===== config.mk =====
export PLATFORM = sky130hd
export DESIGN_NAME = reg_file_mp
export DESIGN_NICKNAME = d
export VERILOG_FILES = /design/src/rtl/reg_file_mp.sv
export SDC_FILE = /design/constraint.sdc
export NUM_CORES = 2
export LEC_CHECK = 0
export ABC_AREA = 1
export CORE_UTILIZATION = 35
export DETAILED_ROUTE_END_ITERATION = 8
export PLACE_DENSITY_LB_ADDON = 0.2
export SYNTH_ARGS = -nofsm -noshare
export SYNTH_HDL_FRONTEND = slang
export SYNTH_SLANG_ARGS = --single-unit

===== constraint.sdc =====
create_clock -name clk -period 20.4 [get_ports clk]
set_clock_uncertainty 0.1 [all_clocks]
set_input_delay 4.08 -clock clk [delete_from_list [all_inputs] [get_ports clk]]
set_output_delay 4.08 -clock clk [all_outputs]
set_load 0.005 [all_outputs]

===== src/rtl/reg_file_mp.sv =====
// rtl/reg_file_mp.sv - multi-port register file with reservation (pending) tracking
// Optional same-cycle write-to-read bypass enabled by defining REG_FILE_BYPASS_EN.
module reg_file_mp #(
   parameter int DATA_WIDTH = 32,
   parameter int ADDR_WIDTH = 5
) (
   input  logic                  clk,
   input  logic                  reset,
   input  logic                  clk_enable,
   input  logic [ADDR_WIDTH-1:0] read_reg_a,
   input  logic [ADDR_WIDTH-1:0] read_reg_b,
   output logic [DATA_WIDTH-1:0] read_data_a,
   output logic [DATA_WIDTH-1:0] read_data_b,
   output logic                  read_pend_a,
   output logic                  read_pend_b,
   input  logic                  write0_enable,
   input  logic [ADDR_WIDTH-1:0] write0_reg,
   input  logic [DATA_WIDTH-1:0] write0_data,
   input  logic                  write1_enable,
   input  logic [ADDR_WIDTH-1:0] write1_reg,
   input  logic [DATA_WIDTH-1:0] write1_data,
   input  logic                  rsv_enable,
   input  logic [ADDR_WIDTH-1:0] rsv_reg,
   output logic [ADDR_WIDTH:0]   pend_count,
   output logic [DATA_WIDTH-1:0] register_v0
);

   localparam int DEPTH = 2 ** ADDR_WIDTH;

   logic [DATA_WIDTH-1:0] mem [DEPTH];
   logic [DEPTH-1:0]      pend;
   logic [DEPTH-1:0]      pend_next;
   logic [ADDR_WIDTH:0]   count_next;
   logic                  upd;
   logic [ADDR_WIDTH-1:0] rd_idx [2];
   logic [DATA_WIDTH-1:0] rd_data [2];
   logic                  rd_pend [2];

   assign upd = clk_enable && !reset;

   // Reservation is applied after the write clear so a same-cycle reserve wins (new producer).
   always_comb begin
      pend_next = pend;
      if (upd) begin
         for (int r = 1; r < DEPTH; r++) begin
            if ((write0_enable && write0_reg == ADDR_WIDTH'(r)) ||
                (write1_enable && write1_reg == ADDR_WIDTH'(r)))
               pend_next[r] = 1'b0;
            if (rsv_enable && rsv_reg == ADDR_WIDTH'(r))
               pend_next[r] = 1'b1;
         end
      end
   end

   always_comb begin
      count_next = '0;
      for (int r = 0; r < DEPTH; r++)
         count_next = count_next + {{ADDR_WIDTH{1'b0}}, pend_next[r]};
   end

   always_ff @(posedge clk) begin
      if (reset) begin
         for (int r = 0; r < DEPTH; r++)
            mem[r] <= '0;
         pend       <= '0;
         pend_count <= '0;
      end else if (clk_enable) begin
         if (write0_enable && write0_reg != '0)
            mem[write0_reg] <= write0_data;
         // Port 1 assigned last so it wins a same-index collision.
         if (write1_enable && write1_reg != '0)
            mem[write1_reg] <= write1_data;
         pend       <= pend_next;
         pend_count <= count_next;
      end
   end

   assign rd_idx[0] = read_reg_a;
   assign rd_idx[1] = read_reg_b;

   always_comb begin
      for (int p = 0; p < 2; p++) begin
         rd_data[p] = (rd_idx[p] == '0) ? '0 : mem[rd_idx[p]];
         rd_pend[p] = (rd_idx[p] == '0) ? 1'b0 : pend[rd_idx[p]];
`ifdef REG_FILE_BYPASS_EN
         if (upd && rd_idx[p] != '0) begin
            if (write1_enable && write1_reg == rd_idx[p]) begin
               rd_data[p] = write1_data;
               rd_pend[p] = rsv_enable && rsv_reg == rd_idx[p];
            end else if (write0_enable && write0_reg == rd_idx[p]) begin
               rd_data[p] = write0_data;
               rd_pend[p] = rsv_enable && rsv_reg == rd_idx[p];
            end
         end
`endif
      end
   end

   assign read_data_a = rd_data[0];
   assign read_data_b = rd_data[1];
   assign read_pend_a = rd_pend[0];
   assign read_pend_b = rd_pend[1];
   assign register_v0 = mem[2];

endmodule


==> flow_summary.toml <==
[status]
status = "complete, no violations"

[logic_synthesis]
syn_inst = 8092
yosysWarnings = 0
syn_area_um2 = 63540
synth-seq-cells = 1061
synth.distinct_cells = 32
synth.avg_cell_area_um2 = 7.852
ys_seq_area_frac = 0.4956

[global_route]
use_met1 = 0.4446
antenna_found_initial = 13
grtUsageMet3 = 0.09185
grt_usage = 0.3432
first_global_vias = 60853
overflow = 0
use_met2 = 0.4976
grt-busiest-layer = "met2"
grt_pass1_wl_um = 452700
grt_max_degree = 201

[routing]
finalWirelength_um = 326600
vias = 66093
vias_per_cell = 6.461
drc_errors = 0
avgRoutedWirePerCell_um = 31.93
firstDrtPassIters = 7
ant_nets = 0
drt_first_iter_violations = 11424

[clocking]
cts_buffer_depth = 3
clkLatencyLatePin_ps = 810
cts_root_buf = "clkbuf_16"
clk_pin_slew_ps = 50
ctsHtreeMaxLevel = 4
cts_tree = "built"
cts_made_buffers = 131
cts_hold_buf = 0
numClockSinks = 1061
cts_resized = 0
cts_setup_buffers = 0

[timing]
slew_headroom = 0.09101
max_freq_mhz = 75.32
fin_tns_setup_ps = 0
worstMarginPinSlew_ps = 1363
setup_viol = 0
period_needed_ps = 13280
post-route-period-util = 0.6508
hold_violations = 0
rsz0062_at_grt = "false"
drv_slew = 0

[power]
vdd_drop_max_v = 0.00007901
p_leak_uw = 0.02686
power_uw = 5788
power_density_nw_per_um2 = 81.43

[critical_path]
r2r_slack_ps = 15090
path_class = "in2out"
cp_slowest_cell = "buf_4"
cpMostUsedCell = "nand2_1"
worstPathCellList = "buf_8, inv_8, buf_4, buf_12, nand2_1, nand3_1, nand3_1, nand2_1, nand2_1, nand3_1, nand2_1, nor2_1, clkdlybuf4s50_1"
path_max_fanout = 200
required_ps = 16220
cp_slowest_stage_delay_ps = 1000
end_kind = "output pin"
cp.arrival_ps = 9100
crit_path_start_kind = "primary input"

[placement]
post-place-cells = 9987
io_buffer_count = 198
place.gp.congestion = 0.8918
dp_hpwl_um = 168900
placed_cell_area_um2 = 66870

[flow_run]
max_cap_violations = 0

[final_layout]
design_area_um2 = 71080
final_nets = 7875
areaGrowthSynthToFinish_pct = 11.87
layoutNonFillerInstCount = 10230
fin_util = 0.3937
drive_above_1_share = 0.05414

[floorplanning]
ios = 199
die_h_um = 428.1
initial_core_util = 0.3519
rows = 156
die_w_um = 428.1
die_area_um2 = 183300
core_area_um2 = 180500

[min_path]
hold_class = "reg2reg"
[area by class of cell]
cell class	count	area, µm²
antenna	10	25.02
clock buffer	162	3447
clock inverter	71	747.0
fill	18034	109500
inverter	198	790.8
multi-input combinational	6029	28600
sequential	1061	31490
tap	2370	2965
timing repair buffer	329	3020
[critical path, delay by kind of cell]
family	cells	cell delay [ps]
buf+inv	5	3440
simple gates	8	1240
[power breakdown]
| group | internal, µW | leakage [µW] | total, µW | switching (µW) |
|---|---|---|---|---|
| Clock | 1340 | 0.00204 | 2360 | 1030 |
| Combinational | 226 | 0.0148 | 855 | 628 |
| Sequential | 2510 | 0.0100 | 2570 | 63.9 |
| Total | 4070 | 0.0269 | 5790 | 1720 |
[placed cells by master, fill, tap and decap left out, types with 60 or more instances in the layout]
| master | Yosys | final |
|---|---|---|
| nand2_1 | 2648 | 2631 |
| nand3_1 | 1638 | 1579 |
| edfxtp_1 | 1024 | 1024 |
| o22ai_1 | 865 | 865 |
| nor2_1 | 361 | 359 |
| o21ai_0 | 288 | 288 |
| clkdlybuf4s50_1 | 0 | 187 |
| inv_1 | 153 | 150 |
| clkbuf_16 | 0 | 133 |
| buf_4 | 1 | 130 |
| a21oi_1 | 104 | 104 |
| clkinv_1 | 36 | 60 |
[layer usage]
| metal | part of all wire | vias up |
|---|---|---|
| li1 | - | 27683 |
| met1 | 0.37 | 31463 |
| met2 | 0.41 | 5690 |
| met3 | 0.14 | 1241 |
| met4 | 0.080 | 16 |
| met5 | 0.00034 | - |
[stage by stage]
| step | setup WS [ps] | hold WS (ps) |
|---|---|---|
| final | 7123 | 440.9 |
| after global routing | 7083 | 465.1 |
| after CTS | 7312 | 446.2 |
| after detailed placement | 7305 | 426.7 |
| after global placement | 7319 | 428.3 |
| after floorplan | 10910 | 393.5 |
[registers in the layout, indices dropped and copies added (netlist names)]
| name | count |
|---|---|
| mem | 1024 |
| pend_count | 6 |
| pend | 31 |
[path summary, 6_finish.rpt]
check | depth (start not counted) | startpoint | to
worst max-delay path | 13 | read_reg_b[0] | read_data_b[29]
worst min register to register | 2 | pend_count[1]$_SDFFE_PP0P_ | pend_count[1]$_SDFFE_PP0P_
worst max register to register | 17 | pend[26]$_SDFFE_PP0P_ | pend_count[4]$_SDFFE_PP0P_
worst min-delay path | 2 | pend_count[1]$_SDFFE_PP0P_ | pend_count[1]$_SDFFE_PP0P_
[synthesized netlist by cell type (all sizes together)]
| cell type | number | area [µm²] |
|---|---|---|
| xnor2 | 1 | 8.760 |
| nor3 | 8 | 45.04 |
| o22ai | 865 | 5411 |
| edfxtp | 1024 | 30750 |
| clkbuf | 495 | 1858 |
| clkinv | 36 | 135.1 |
| o211ai | 9 | 67.56 |
| nand2 | 2649 | 9951 |
| a21oi | 104 | 520.5 |
| and2 | 1 | 6.260 |
| inv | 162 | 608.1 |
| conb | 1 | 3.750 |
| a31oi | 4 | 25.02 |
| fa | 23 | 460.4 |
| xor2 | 1 | 8.760 |
| ha | 7 | 87.58 |
| buf | 340 | 1592 |
| dfxtp | 37 | 740.7 |
| nand3 | 1641 | 8228 |
| o21ai | 303 | 1516 |
| nor2 | 368 | 1438 |
| nand4 | 13 | 81.33 |
[cells by family after synthesis]
logic type               share of synthesized area
XOR/XNOR                                 0.0002757
AO/OA/AOI/OAI                               0.1187
adder cells (fa/ha/maj)                   0.008625
other                                   0.00005902
AND/OR/NAND/NOR                             0.3108
flip-flops                                  0.4956
buffers and inverters                      0.06598
Note: power is estimated with default switching activity, not from simulation.
